$ cat src/rtl/uart_pkg.sv
// UART receive deserialiser shared types.
// Frame states and framing constants.
package uart_pkg;

  typedef enum logic [2:0] {
    IDLE  = 3'd0,
    START = 3'd1,
    DATA  = 3'd2,
    STOP  = 3'd3,
    BREAK = 3'd4,
    HOLD  = 3'd5
  } state_t;

  localparam int MIN_DIV_DEF = 4;
  localparam int FRAME_BITS  = 8;

endpackage

$ cat src/rtl/uart_rx_sync.sv
// Serial line synchroniser.
// Also flags the idle-to-start falling edge.
module uart_rx_sync #(
  parameter int SYNC_STAGES = 2
) (
  input  logic clk,
  input  logic rst_n,
  input  logic i_rx,
  output logic o_rx_s,
  output logic o_fall
);

  logic [SYNC_STAGES-1:0] r_sync;
  logic                   r_s_d;

  // shift the line through the sync chain; idle-high reset
  always_ff @(posedge clk or negedge rst_n) begin
    if (!rst_n) begin
      r_sync <= '1;
      r_s_d  <= 1'b1;
    end else begin
      r_sync <= {r_sync[SYNC_STAGES-2:0], i_rx};
      r_s_d  <= r_sync[SYNC_STAGES-1];
    end
  end

  assign o_rx_s = r_sync[SYNC_STAGES-1];
  assign o_fall = r_s_d & ~o_rx_s;

endmodule

$ cat src/rtl/uart_rx_deser.sv
// UART 8N1 receive front end.
// Samples mid-bit and strobes good bytes to the FIFO.
module uart_rx_deser
  import uart_pkg::*;
#(
  parameter int DIV_W       = 16,
  parameter int SYNC_STAGES = 2,
  parameter int MIN_DIV     = MIN_DIV_DEF
) (
  input  logic             clk,
  input  logic             rst_n,
  input  logic             rx_en,
  input  logic             rx_i,
  input  logic [DIV_W-1:0] clk_div,
  output logic [7:0]       rx_data,
  output logic             rx_wr_en,
  output logic             rx_busy,
  input  logic             rx_finish,
  output logic             frame_err,
  output logic             overrun
);

  state_t           r_state;
  state_t           w_nxt;
  logic [DIV_W-1:0] r_cnt;
  logic [DIV_W-1:0] r_div;
  logic [2:0]       r_bit;
  logic [7:0]       r_sh;
  logic [7:0]       r_data;
  logic             r_wr;
  logic             r_fe;
  logic             r_ovr;

  logic             w_rx_s;
  logic             w_fall;
  logic [DIV_W-1:0] w_div;
  logic             w_half;
  logic             w_last;
  logic             w_load;
  logic             w_clr;
  logic             w_shift;
  logic             w_wr;
  logic             w_fe;
  logic             w_ovr;

  uart_rx_sync #(
    .SYNC_STAGES(SYNC_STAGES)
  ) u_sync (
    .clk   (clk),
    .rst_n (rst_n),
    .i_rx  (rx_i),
    .o_rx_s(w_rx_s),
    .o_fall(w_fall)
  );

  assign w_div  = (clk_div < DIV_W'(MIN_DIV)) ? DIV_W'(MIN_DIV)
                                              : clk_div;
  assign w_half = (r_cnt == (r_div >> 1));
  assign w_last = (r_cnt == (r_div - DIV_W'(1)));

  // next state and one-cycle control strobes
  always_comb begin
    w_nxt   = r_state;
    w_load  = 1'b0;
    w_clr   = 1'b0;
    w_shift = 1'b0;
    w_wr    = 1'b0;
    w_fe    = 1'b0;
    w_ovr   = 1'b0;
    if (!rx_en) begin
      w_nxt = IDLE;
    end else begin
      unique case (r_state)
        IDLE: begin
          if (w_fall) begin
            w_nxt  = START;
            w_load = 1'b1;
            w_clr  = 1'b1;
          end
        end
        START: begin
          if (w_half) begin
            w_clr = 1'b1;
            w_nxt = w_rx_s ? IDLE : DATA;
          end
        end
        DATA: begin
          if (w_last) begin
            w_shift = 1'b1;
            w_clr   = 1'b1;
            if (r_bit == 3'(FRAME_BITS - 1))
              w_nxt = STOP;
          end
        end
        STOP: begin
          if (w_last) begin
            if (w_rx_s) begin
              w_wr  = 1'b1;
              w_nxt = HOLD;
            end else begin
              w_fe  = 1'b1;
              w_nxt = BREAK;
            end
          end
        end
        BREAK: begin
          if (w_rx_s)
            w_nxt = IDLE;
        end
        HOLD: begin
          if (w_fall) begin
            w_ovr  = 1'b1;
            w_load = 1'b1;
            w_clr  = 1'b1;
            w_nxt  = START;
          end else if (rx_finish) begin
            w_nxt = IDLE;
          end
        end
        default: w_nxt = IDLE;
      endcase
    end
  end

  // state register
  always_ff @(posedge clk or negedge rst_n) begin
    if (!rst_n) r_state <= IDLE;
    else        r_state <= w_nxt;
  end

  // bit-time counter, divisor latch, bit index and shifter
  always_ff @(posedge clk or negedge rst_n) begin
    if (!rst_n) begin
      r_cnt <= '0;
      r_div <= '0;
      r_bit <= '0;
      r_sh  <= '0;
    end else begin
      if (w_load)
        r_div <= w_div;
      if (w_clr || !rx_en)
        r_cnt <= '0;
      else if (r_state inside {START, DATA, STOP})
        r_cnt <= r_cnt + DIV_W'(1);
      else
        r_cnt <= '0;
      if (!rx_en || r_state != DATA)
        r_bit <= '0;
      else if (w_shift)
        r_bit <= r_bit + 3'd1;
      if (w_shift)
        r_sh[r_bit] <= w_rx_s;
    end
  end

  // output byte, strobes and sticky overrun
  always_ff @(posedge clk or negedge rst_n) begin
    if (!rst_n) begin
      r_data <= '0;
      r_wr   <= 1'b0;
      r_fe   <= 1'b0;
      r_ovr  <= 1'b0;
    end else begin
      r_wr <= w_wr;
      r_fe <= w_fe;
      if (w_wr)
        r_data <= r_sh;
      if (!rx_en)
        r_ovr <= 1'b0;
      else if (w_ovr)
        r_ovr <= 1'b1;
    end
  end

  assign rx_data   = r_data;
  assign rx_wr_en  = r_wr;
  assign frame_err = r_fe;
  assign overrun   = r_ovr;
  assign rx_busy   = (r_state != IDLE);

endmodule

$ cat config.mk
export PLATFORM = sky130hd
export DESIGN_NAME = uart_rx_deser
export DESIGN_NICKNAME = d
export VERILOG_FILES = /design/src/rtl/uart_pkg.sv /design/src/rtl/uart_rx_sync.sv /design/src/rtl/uart_rx_deser.sv
export SDC_FILE = /design/constraint.sdc
export NUM_CORES = 1
export LEC_CHECK = 0
export CELL_PAD_IN_SITES_DETAIL_PLACEMENT = 1
export CELL_PAD_IN_SITES_GLOBAL_PLACEMENT = 2
export CORE_MARGIN = 2
export CORE_UTILIZATION = 34
export CTS_CLUSTER_SIZE = 20
export DETAILED_ROUTE_END_ITERATION = 10
export MAX_ROUTING_LAYER = met4
export PLACE_DENSITY = 0.85
export SYNTH_ARGS = -nofsm -noshare
export SYNTH_HDL_FRONTEND = slang
export SYNTH_SLANG_ARGS = --single-unit
$ cat constraint.sdc
create_clock -name clk -period 3.5 [get_ports clk]
set_input_delay 0.875 -clock clk [delete_from_list [all_inputs] [get_ports clk]]
set_output_delay 0.875 -clock clk [all_outputs]
set_load 0.01 [all_outputs]
# After elaboration in Yosys (flattened, before gate mapping)
# Cells that the tools add are included.
op_classes:
  addsub: 3
  magnitude_cmp: 3
  reduce_logical: 10
  bitwise_logic: 2
  n_mux: 41
  n_eq_ne: 17
ops:
  columns: ["cell", "n"]
  rows:
  - ["$mux 16", 3]
  - ["$mux 3", 11]
  - ["$mux 1", 22]
  - ["$pmux 3 s6", 1]
  - ["$add 16x1->16 const B", 1]
  - ["$eq 16x15->1", 1]
  - ["$eq 16x16->1", 1]
  - ["$lt 16x3->1 const B", 1]
  - ["$sub 16x1->16 const B", 1]
  - ["$ne 3x3->1 const B", 4]
  - ["$eq 3x3->1 const B", 3]
  - ["$ne 3x2->1 const B", 3]
  - ["$bwmux 8", 1]
  - ["$reduce_and 7->1", 1]
  - ["$eq 3x2->1 const B", 2]
  - ["$reduce_bool 3->1", 2]
  - ["$lt 3x4->1 const B", 1]
  - ["$ne 4x3->1 const B", 1]
  - ["$add 3x1->3 const B", 1]
  - ["$demux 1 s3", 1]
  - ["$eq 3x1->1 const B", 1]
  - ["$ge 3x1->1 const B", 1]
  - ["$logic_not 3->1", 1]
  - ["$pmux 1 s3", 1]
  - ["9 further kinds", 10]
word_totals:
  in_bits: 21
  output_inout_bits: 12
  wordCells: 87
  register_bits: 60

# Logic depth before layout (Yosys ltp)
# Gate-level depths: netlist of run 1.
logic_depth:
  depth_word: 7
  mapped_depth: 11
  ltp_nobuf: 9

# Cells and area by module
# Synthesis of run 1 repeated with hierarchy kept, for this count alone.
hier_totals:
  cells_unflattened: 341
  area_unflattened_um2: 3523.4
by_module_without_submodules:
  columns: ["module", "instances", "cells_per_inst", "seq_area_each_um2", "area_per_inst_um2"]
  rows:
  - ["uart_rx_deser", 1, 337, 1426.4, 3430.8]
  - ["uart_rx_sync", 1, 4, 78.8, 92.6]

# Worst setup path after synthesis of run 1
# OpenSTA, ideal clock, no wires.
synth_timing:
  path_type: "reg-to-reg"
  start: "reg r_div[0]"
  end: "reg r_sh[3]"
  setup_slack_ns: 0.145
  setup_ns: 0.127
  synth_period_minus_slack_ns: 3.355
  n_path_buf: 2
  t_arrival_ns: 3.227
  t_required_ns: 3.373
  path_stages_with_launch: 12
  cell_sequence: "dfrtp_1 -> inv_1 -> ha_1 -> or3b_1 -> buf_2 -> or4_4 -> a2111oi_4 -> o32ai_1 -> nor4_4 -> buf_6 -> nand4_1 -> mux2_1"
synth_via:
  elab_chain_len: 5
synth_rtl:
  columns: ["item", "line_no", "rtl"]
  rows:
  - ["from (decl)", "uart_rx_deser.sv:26", "logic [DIV_W-1:0] r_div;"]
  - ["from (signal assigned)", "uart_rx_deser.sv:140", "r_div <= w_div;"]
  - ["$sub 16x1->16", "uart_rx_deser.sv:59", "assign w_last = (r_cnt == (r_div - DIV_W'(1)));"]
  - ["$eq 16x16->1", "uart_rx_deser.sv:59", null]
  - ["$mux 1", "uart_rx_deser.sv:88", "if (w_last) begin"]
  - ["$mux 1", "uart_rx_deser.sv:73", "unique case (r_state)"]
  - ["$mux 1", "uart_rx_deser.sv:70", "if (!rx_en) begin"]
  - ["to (signal, indexed assignment)", "uart_rx_deser.sv:152", "r_sh[r_bit] <= w_rx_s;"]
  - ["to (decl)", "uart_rx_deser.sv:28", "logic [7:0] r_sh;"]
# No other way between the ends.
# A chain may end at the register's enable or synchronous reset.

# Worst setup path after layout of run 1
layout_timing:
  start: "reg r_div[6]"
  end: "reg r_sh[7]"
# Same word-level chain as after synthesis.

==> impl_metrics.py, run 1 <==
metrics = {
    "timing": {
        "setup_viol": 0,
        "period_needed_ps": 3310,
        "setup_tns_ps": 0,
        "finalClockSkew_ps": 6.44,
        "timing.final.hold_violations": 0,
        "fmax_ghz": 0.302,
        "slew_violations": 0,
        "period_share_pct": 94.7,
        "slew_headroom_pct": 53.5,
        "rsz0062_at_grt": "no",
        "worst_pin_slew_ps": 691,
    },
    "grt": {
        "grt_overflow": 0,
        "grt_max_degree": 61,
        "antenna_found_initial": 0,
        "gr-usage-met2_pct": 27.8,
        "globalRouteMet3Util_pct": 3.99,
        "grt_pass1_wl_um": 14600,
        "top_usage_layer": "met2",
        "global_route.usage.met1_pct": 21.0,
        "grtUsageTotal_pct": 17.1,
        "grt_pass1_vias": 2842,
    },
    "flow_run": {
        "max-cap-violations": 0,
    },
    "clocking": {
        "cts_max_level": 3,
        "clock_path_buffers": 2,
        "cts_made_buffers": 9,
        "clkTransAtPathRegs_ps": 70,
        "cts_tree": "yes",
        "postCtsHoldBufs": 0,
        "cts_root_buffer": "clkbuf_8",
        "clkLatencyLatePin_ps": 350,
        "numClockSinks": 60,
    },
    "drt": {
        "wl_um": 8630,
        "drtIter0Drc": 112,
        "firstDrtPassIters": 4,
        "via_count": 2660,
        "drtAntennaViolNets": 0,
        "drc": 0,
        "wl_per_cell_um": 17.0,
        "viasPerCell": 5.25,
    },
    "worst_setup_path": {
        "endpoint_kind": "flip-flop",
        "path_max_fanout": 9,
        "crit_arrival_ps": 3550,
        "cp.required_ps": 3730,
        "crit_type": "flip-flop to flip-flop",
        "critPathLaunchType": "flip-flop",
    },
    "cells_and_area": {
        "syn_to_final_growth_pct": 21.5,
        "fin_area_um2": 4210,
        "layout_commonest_cell": "dfrtp_1",
        "final_cell_mix": "dfrtp_1 (57), xor2_1 (32), clkdlybuf4s50_1 (31)",
        "final_cells": 507,
        "num-nets-final": 394,
        "diodes": 0,
        "drive_gt1_share_pct": 17.1,
        "final_util_pct": 42.9,
    },
    "yosys": {
        "synth_cell_types": 50,
        "async_flop_share_pct": 100,
        "syn-num-nets": 360,
        "synth_seq_cells": 60,
        "syn_inst": 335,
        "synth_area_leaders": "dfrtp_1 (41%), mux2_2 (8.4%), xor2_1 (8.1%)",
        "synth_area_um2": 3470,
        "synth_edf_count": 0,
        "synth_area_per_cell_um2": 10.4,
        "synth-main-ff-cell": "dfrtp_1",
        "seq_area_frac_synth_pct": 43.4,
        "synth_top_area_share_pct": 41.1,
        "yosysTopAreaCell": "dfrtp_1",
        "yosysWarningCount": 0,
    },
    "floorplanning": {
        "rows": 36,
        "start_util_pct": 35.3,
        "dieHeight_um": 105,
        "fp.dieW_um": 105,
        "core_um2": 9820,
        "ios": 33,
        "die-area_um2": 11000,
    },
    "pwr": {
        "power_mw": 2.68,
        "power_density_nw_per_um2": 636,
        "p_leak_nw": 1.76,
        "max-vdd-ir-drop_mv": 0.224,
    },
    "placed_design": {
        "dp.cells": 491,
        "post_dp_cell_area_um2": 3960,
        "gp_congestion": 0.840,
        "numPortBuffers": 32,
        "place_hpwl_um": 6250,
    },
    "outcome": {
        "status": "complete, no violations",
    },
    "worst_hold_path": {
        "hold_path_class": "flip-flop to flip-flop",
    },
}
-- kinds of logic (layout without fill, tap and decap cells) --
logic type	Yosys count	after routing	share of synthesized area (%)
muxes	37	37	11.8
adders and majority gates	4	4	1.44
DFF	60	60	43.4
AOI/OAI and AO/OA	27	27	6.31
xor gates and xnor gates	45	45	11.8
buffers and inverters	31	70	3.93
and+or+nand+nor	131	131	21.4
-- synth_stat cells (2+ instances only) --
cell type,instances
a21oi_1,3
and3_1,3
and4_1,4
buf_2,4
buf_6,2
clkbuf_1,16
dfrtp_1,57
dfstp_2,3
ha_1,4
inv_1,9
mux2_1,4
mux2_2,26
mux2i_1,7
nand2_1,20
nand2b_1,2
nand3_1,15
nand3b_1,2
nand4_1,6
nand4b_1,2
nor2_1,18
nor2b_1,8
nor3_1,27
nor3b_1,3
nor4_1,11
o211ai_1,2
o21a_1,3
o21ai_0,5
o31a_1,3
or4_1,3
xnor2_1,12
xor2_1,32
-- per-stage QoR --
stage,worst slack [ps],hold slack [ps]
2_1_floorplan,145,345
3_3_place_gp,227,347
3_5_place_dp,129,347
4_1_cts,93.4,358
5_1_grt,41.0,362
6_report,186,357
-- worst paths after layout --
kind / start / end / slack [ps] / cells after the start
setup / recovery: r_div[6]$_DFFE_PN0P_ / r_sh[7]$_DFFE_PN0P_ / 190 / 9
setup reg to reg: r_div[6]$_DFFE_PN0P_ / r_sh[7]$_DFFE_PN0P_ / 190 / 9
hold reg to reg: u_sync.r_sync[0]$_DFF_PN1_ / u_sync.r_sync[1]$_DFF_PN1_ / 360 / 0
hold / removal: u_sync.r_sync[0]$_DFF_PN1_ / u_sync.r_sync[1]$_DFF_PN1_ / 360 / 0
max in group asynchronous: rst_n / u_sync.r_sync[0]$_DFF_PN1_ / 2650 / 2
min in group asynchronous: rst_n / r_div[10]$_DFFE_PN0P_ / 520 / 2
-- report_power, final --
part           internal, mW  switching (mW)  total, mW
registers             0.805           0.200       1.01
logic                 0.419           0.458      0.877
clock network         0.511           0.286      0.798
total                  1.74           0.945       2.68
-- per-layer routing --
metal / share of wire, % / up-vias / wire length, um
li1: - / 1263 / -
met1: 46 / 1349 / 3970
met2: 50 / 33 / 4300
met3: 2.5 / 15 / 214
met4: 1.6 / 0 / 135
met5: 0 / - / 0
-- sequential cells by signal, summed over array words and instances, names as in the netlist --
| signal | cells |
|---|---|
| r_cnt | 16 |
| r_div | 16 |
| r_sh | 8 |
| rx_data | 8 |
| r_bit | 3 |
| r_state | 3 |
| u_sync.r_sync | 2 |
| frame_err | 1 |
| overrun | 1 |
| rx_wr_en | 1 |
| u_sync.r_s_d | 1 |
-- cell type report --
type / instances / area [um2]
clock inverters: 4 / 95.1
fillers: 1124 / 5610
flip-flops and latches: 60 / 1510
clock buffers: 12 / 155
repair buffers: 45 / 425
well taps: 133 / 166
inverters: 9 / 33.8
multi-input cells: 244 / 1830
-- what timing repair did --
action / in CTS / in global routing
resized for setup: 0 / 0
setup buffers: 0 / 0
endpoints found under the setup margin: 0 / 1
-- critical path, stage by stage (launching register included) --
cell	delay [ps]
dfrtp_1	460
or4_1	720
nor4_2	350
buf_4	170
nand2_1	50
a32o_1	300
nor4_4	470
buf_4	260
nand3_1	90
mux2_1	320
Note: power is estimated with default switching activity, not from simulation.
==> run 2, diff against run 1 <==
--- a/config.mk
+++ b/config.mk
@@ -13,6 +13,8 @@
 export DETAILED_ROUTE_END_ITERATION = 10
 export MAX_ROUTING_LAYER = met4
 export PLACE_DENSITY = 0.85
+export REMOVE_ABC_BUFFERS = 1
+export SETUP_SLACK_MARGIN = 0.02
 export SYNTH_ARGS = -nofsm -noshare
 export SYNTH_HDL_FRONTEND = slang
 export SYNTH_SLANG_ARGS = --single-unit
==> constraint.sdc (replaced) <==
create_clock -name clk -period 2.7 [get_ports clk]
set_input_delay 0.675 -clock clk [delete_from_list [all_inputs] [get_ports clk]]
set_output_delay 0.675 -clock clk [all_outputs]
set_load 0.01 [all_outputs]
==> run 2 against run 1 <==
  * The flow now finishes with violations (negative setup slack)
  * Flip-flop and latch count stayed put
  * Clock skew grew 2.2 ps
  * Worst hold slack got worse by 190 ps
  * Cell count up 8.7%
  * Clock power is 4.0% higher
  * Wire length increased by 22%
  * Combinational power is 130% higher
  * Critical path type unchanged
  * Highest routed layer unchanged
  * Global-route usage grew 1.8 points
  * Setup slack got worse by 530 ps
  * Sequential share of layout area shrank 5.7 points
  * Power is 51% higher
==> impl_metrics.py, run 2 (same netlist as run 1, synthesis figures left out) <==
metrics = {
    "outcome": {
        "status": "finished, violations left",
        "violations": "negative setup slack",
    },
    "placed_design": {
        "numPortBuffers": 32,
        "dp_slack_ps": -553,
        "dp.cells": 522,
        "place_hpwl_um": 6850,
        "gp_congestion": 0.823,
    },
    "timing": {
        "worst_pin_slew_ps": 550,
        "timing.final.hold_violations": 0,
        "period_needed_ps": 3040,
        "setup_tns_ps": -11890,
        "setup_viol": 56,
        "rsz0062_at_grt": "yes",
        "finalClockSkew_ps": 8.64,
        "fmax_ghz": 0.329,
        "period_share_pct": 113,
        "slew_headroom_pct": 62.8,
        "slew_violations": 0,
        "worst_slack_ps": -341,
    },
    "clocking": {
        "clkLatencyLatePin_ps": 350,
        "cts_tree": "yes",
        "cts_made_buffers": 9,
        "clock_path_buffers": 2,
        "numClockSinks": 60,
        "cts_root_buffer": "clkbuf_8",
        "postCtsHoldBufs": 0,
        "cts_max_level": 3,
        "clkTransAtPathRegs_ps": 80,
    },
    "cells_and_area": {
        "syn_to_final_growth_pct": 44.8,
        "diodes": 0,
        "final_cells": 551,
        "num-nets-final": 438,
        "largest_registers": "r_cnt: 16 flops, r_div: 16 flops",
        "final_cell_mix": "dfrtp_1 (56), buf_4 (40), xor2_1 (31), clkdlybuf4s50_1 (31), mux2_4 (21)",
        "drive_gt1_share_pct": 36.8,
        "nFillCells": 1091,
        "final_util_pct": 51.2,
        "layout_commonest_cell": "dfrtp_1",
    },
    "worst_hold_path": {
        "hold_path_class": "input pin to async pin",
    },
    "flow_run": {
        "max-cap-violations": 0,
    },
    "grt": {
        "grt_max_degree": 38,
        "grtUsageTotal_pct": 18.9,
        "antenna_found_initial": 0,
        "grt_pass1_vias": 3216,
        "grt_pass1_wl_um": 16200,
        "grt_overflow": 0,
    },
    "worst_setup_path": {
        "crit_arrival_ps": 3260,
        "path_max_fanout": 8,
        "critPathSlowestCell": "or4_4",
        "critPathLaunchType": "flip-flop",
        "cp_cell_sequence": "inv_2 > ha_4 > or3b_4 > or4_4 > a2111oi_4 > o32ai_2 > nor4_4 > buf_6 > buf_12 > o21a_4 > clkbuf_16 > nor3_1",
        "endpoint_kind": "flip-flop",
        "slowest_delay_ps": 500,
        "cp.required_ps": 2920,
        "reg2reg_slack_ps": -340,
        "crit_type": "flip-flop to flip-flop",
    },
    "pwr": {
        "comb_power_share_pct": 49.4,
        "max-vdd-ir-drop_mv": 0.339,
        "swShare_pct": 38.5,
        "internal-power_mw": 2.49,
        "switchingPower_mw": 1.56,
        "p_leak_nw": 2.18,
        "p_seq_share_pct": 30.2,
        "power_density_nw_per_um2": 807,
        "power_mw": 4.05,
        "p_clk_share_pct": 20.5,
    },
    "drt": {
        "firstDrtPassIters": 4,
        "wl_per_cell_um": 19.1,
        "via_count": 2939,
        "drtIter0Drc": 106,
        "viasPerCell": 5.33,
        "drtAntennaViolNets": 0,
        "wl_um": 10500,
        "drc": 0,
    },
    "floorplanning": {
        "fp.dieW_um": 105,
        "dieHeight_um": 105,
        "die-area_um2": 11000,
        "core_um2": 9820,
        "ios": 33,
        "rows": 36,
        "start_util_pct": 35.3,
    },
}
run 2: cell count changes in the layout (fill, tap and decap cells not counted), moves of 4 or more:
cell    previous run  this run
buf_4             12        40
buf_6              0         9
nor4_1            11         7
nor3_1            26         9
mux2_2            26         9
nor3_2             1         8
mux2_4             0        21
nor3_4             0        10
mux2_1             4         0
run 2: area by class of cell:
class                           count  area (um2)  area share (%)
Sequential cell                    60        1510            30.0
Clock inverter                      6        63.8            1.27
Multi-Input combinational cell    245        2240            44.6
Tap cell                          133         166            3.31
Clock buffer                       10         138            2.74
Timing Repair Buffer               88         875            17.4
Inverter                            9        33.8           0.672
run 2: path summary, 6_finish.rpt:
path                                            start                    endpoint  depth (start not counted)
min reg2reg                u_sync.r_sync[0]$_DFF_PN1_  u_sync.r_sync[1]$_DFF_PN1_                          0
max                              r_div[1]$_DFFE_PN0P_          r_cnt[9]$_DFF_PN0_                         12
max reg2reg                      r_div[1]$_DFFE_PN0P_          r_cnt[9]$_DFF_PN0_                         12
min                                             rst_n       r_div[13]$_DFFE_PN0P_                          1
max in group asynchronous                       rst_n      u_sync.r_s_d$_DFF_PN1_                          2
min in group clk           u_sync.r_sync[0]$_DFF_PN1_  u_sync.r_sync[1]$_DFF_PN1_                          0
run 2: repair_timing:
action | 4_1_cts | 5_1_grt
buffers inserted | 7 | 3
endpoints found under the setup margin | 40 | 54
pin swaps | 15 | 17
endpoints found under the hold margin | 0 | 0
gates resized for setup | 30 | 61
cloned | 2 | 2
run 2: worst max-delay path: cells and delay by family (launching register included):
kind	cells	cell delay [ps]
AOI/OAI and AO/OA	3	610
adders and majority gates	1	130
buffers and inverters	4	620
DFF	1	400
and+or+nand+nor	4	1150
run 2: layer usage:
| metal | GRT usage, % | up-vias | share of wire, % |
|---|---|---|---|
| met2 | 31.9 | 54 | 52 |
| met1 | 22.4 | 1510 | 43 |
| met5 | - | - | 0 |
| met3 | 4.37 | 16 | 3.3 |
| met4 | 5.81 | 0 | 1.6 |
| li1 | - | 1359 | - |
run 2: power groups by stage:
stage | sequential (mW) | clock (mW) | combinational [mW]
2_1_floorplan | 1.26 | 0 | 0.754
3_3_place_gp | 1.20 | 0 | 1.44
3_5_place_dp | 1.21 | 0 | 1.49
4_1_cts | 1.20 | 0.854 | 1.63
5_1_grt | 1.24 | 0.893 | 2.13
6_report | 1.22 | 0.830 | 2.00
run 2: per-stage QoR:
step           instance area, um2  hold WS [ps]
5_1_grt                      5020           165
3_5_place_dp                 4230           349
4_1_cts                      4660           161
3_3_place_gp                 4230           345
2_1_floorplan                3370           345
6_report                     5020           168
==> run 3, diff against run 2 <==
--- a/config.mk
+++ b/config.mk
@@ -5,7 +5,7 @@
 export SDC_FILE = /design/constraint.sdc
 export NUM_CORES = 1
 export LEC_CHECK = 0
-export CELL_PAD_IN_SITES_DETAIL_PLACEMENT = 1
+export CELL_PAD_IN_SITES_DETAIL_PLACEMENT = 2
 export CELL_PAD_IN_SITES_GLOBAL_PLACEMENT = 2
 export CORE_MARGIN = 2
 export CORE_UTILIZATION = 34
==> run 3 against run 2 <==
  * The flow still finishes with violations (negative setup slack)
  * Cell count grew 0.91%
  * Worst hold slack got worse by 7.9 ps
  * Global-route usage rose by 13 points
  * Critical endpoint is now rx_data[3]$_DFFE_PN0P_
  * Maximum frequency is 5.9% lower
  * Register-to-register slack got worse by 190 ps
  * Wire length grew 59%
==> impl_metrics.py, run 3 (same netlist as run 1, synthesis figures left out) <==
metrics = {
    "floorplanning": {
        "dieHeight_um": 105,
        "rows": 36,
        "die-area_um2": 11000,
        "core_um2": 9820,
        "start_util_pct": 35.3,
        "fp.dieW_um": 105,
        "ios": 33,
    },
    "pwr": {
        "p_leak_nw": 2.25,
        "power_density_nw_per_um2": 896,
        "max-vdd-ir-drop_mv": 0.388,
    },
    "placed_design": {
        "gp_congestion": 0.823,
        "dp_slack_ps": -546,
        "numPortBuffers": 32,
        "place_hpwl_um": 8590,
        "post_dp_cell_area_um2": 4230,
        "dp.cells": 522,
    },
    "outcome": {
        "status": "finished, violations left",
        "violations": "negative setup slack",
    },
    "cells_and_area": {
        "diodes": 0,
        "final_cell_mix": "dfrtp_1 (54), buf_4 (40), clkdlybuf4s50_1 (31)",
        "largest_registers": "r_cnt: 16 flops, r_div: 16 flops",
        "drive_gt1_share_pct": 40.0,
        "layout_commonest_cell": "dfrtp_1",
        "fin_area_um2": 5250,
        "final_cells": 556,
        "num-nets-final": 443,
        "syn_to_final_growth_pct": 51.2,
        "final_util_pct": 53.4,
    },
    "clocking": {
        "clkLatencyLatePin_ps": 370,
        "cts_root_buffer": "clkbuf_8",
        "cts_tree": "yes",
        "cts_max_level": 3,
        "cts_made_buffers": 9,
        "postCtsHoldBufs": 0,
        "numClockSinks": 60,
        "clkTransAtPathRegs_ps": 90,
        "clock_path_buffers": 2,
    },
    "drt": {
        "wl_um": 16800,
        "drc": 0,
        "drtIter0Drc": 130,
        "drtAntennaViolNets": 0,
        "wl_per_cell_um": 30.2,
        "viasPerCell": 5.89,
        "firstDrtPassIters": 4,
        "via_count": 3277,
    },
    "timing": {
        "timing.final.hold_violations": 0,
        "slew_headroom_pct": 55.6,
        "setup_viol": 56,
        "finalClockSkew_ps": 18.3,
        "period_share_pct": 120,
        "slew_violations": 0,
        "period_needed_ps": 3230,
        "worst_pin_slew_ps": 663,
        "worst_slack_ps": -533,
        "fmax_ghz": 0.309,
        "whs_ps": 160,
        "rsz0062_at_grt": "yes",
    },
    "worst_setup_path": {
        "reg2reg_depth": 10,
        "crit_type": "flip-flop to flip-flop",
        "critPathLaunchType": "flip-flop",
        "path_max_fanout": 5,
        "slowest_delay_ps": 600,
        "crit_arrival_ps": 3490,
        "cp_cell_sequence": "buf_6 > or4_4 > nor4_4 > nand2_1 > a32o_1 > nor4_4 > buf_6 > buf_12 > nand4_4 > mux2_4",
        "critPathSlowestCell": "or4_4",
        "reg2reg_slack_ps": -530,
        "r2r-start": "r_div[3]$_DFFE_PN0P_",
        "cp.required_ps": 2960,
        "startpoint": "r_div[3]$_DFFE_PN0P_",
        "endpoint_kind": "flip-flop",
    },
    "grt": {
        "grt_pass1_vias": 3851,
        "global_route.usage.met1_pct": 31.0,
        "grtUsageTotal_pct": 32.0,
        "grt_max_degree": 38,
        "antenna_found_initial": 0,
        "gr-usage-met2_pct": 58.3,
        "globalRouteMet3Util_pct": 6.86,
        "top_usage_layer": "met2",
        "grt_overflow": 0,
        "grt_pass1_wl_um": 25000,
    },
    "worst_hold_path": {
        "hold_path_class": "input pin to async pin",
    },
    "flow_run": {
        "max-cap-violations": 0,
    },
}
==> run 3: cell types whose count changed in the layout (fill, tap and decap cells not counted), sizes merged <==
| cell | previous run | this run |
|---|---|---|
| inv | 9 | 11 |
| clkinv | 3 | 0 |
| buf | 55 | 62 |
| bufinv | 1 | 3 |
| clkbuf | 12 | 9 |
==> run 3: report_power, final <==
| part | internal (mW) | total (mW) | switching, mW |
|---|---|---|---|
| Clock | 0.619 | 1.06 | 0.442 |
| Combinational | 1.04 | 2.38 | 1.33 |
| Sequential | 1.05 | 1.26 | 0.216 |
==> run 3: stage by stage <==
step                total power, mW  TNS (ps)
global route                   4.84    -25810
global placement               2.63    -14970
floorplan                      2.01    -36530
finish                         4.70    -22070
CTS                            4.39    -12010
detailed placement             2.77    -19430
==> run 3: layout make-up <==
class                           count  area (um2)
Inverter                            9        33.8
Clock buffer                        9         124
Multi-Input combinational cell    245        2360
Clock inverter                      7         123
Fill cell                         967        4570
Tap cell                          133         166
Timing Repair Buffer               93         931
Sequential cell                    60        1510
==> run 3: critical path, delay by kind of cell (launching register included) <==
kind | cells | cell delay (ps)
compound gates | 1 | 330
buf+inv | 3 | 450
flops | 1 | 420
mux | 1 | 370
simple gates | 5 | 1540
==> run 3: per-layer routing <==
metal  up-vias  routed length [um]
li1       1371                   -
met1      1701                5990
met2       134                9080
met3        71                 705
met4         0                1010
met5         -                   0
==> run 3: timing repair <==
action / in CTS / in global routing
setup endpoints to repair: 56 / 56
gates resized for setup: 91 / 35
gates cloned: 4 / 0
pin swaps: 32 / 7
setup buffers: 11 / 6
==> run 3: worst paths after layout <==
kind                                                   end
worst min register to register  u_sync.r_sync[1]$_DFF_PN1_
worst min-delay path                 r_div[13]$_DFFE_PN0P_
worst max-delay path                rx_data[3]$_DFFE_PN0P_
max in group asynchronous           u_sync.r_s_d$_DFF_PN1_
min in group clk                u_sync.r_sync[1]$_DFF_PN1_
worst max register to register      rx_data[3]$_DFFE_PN0P_
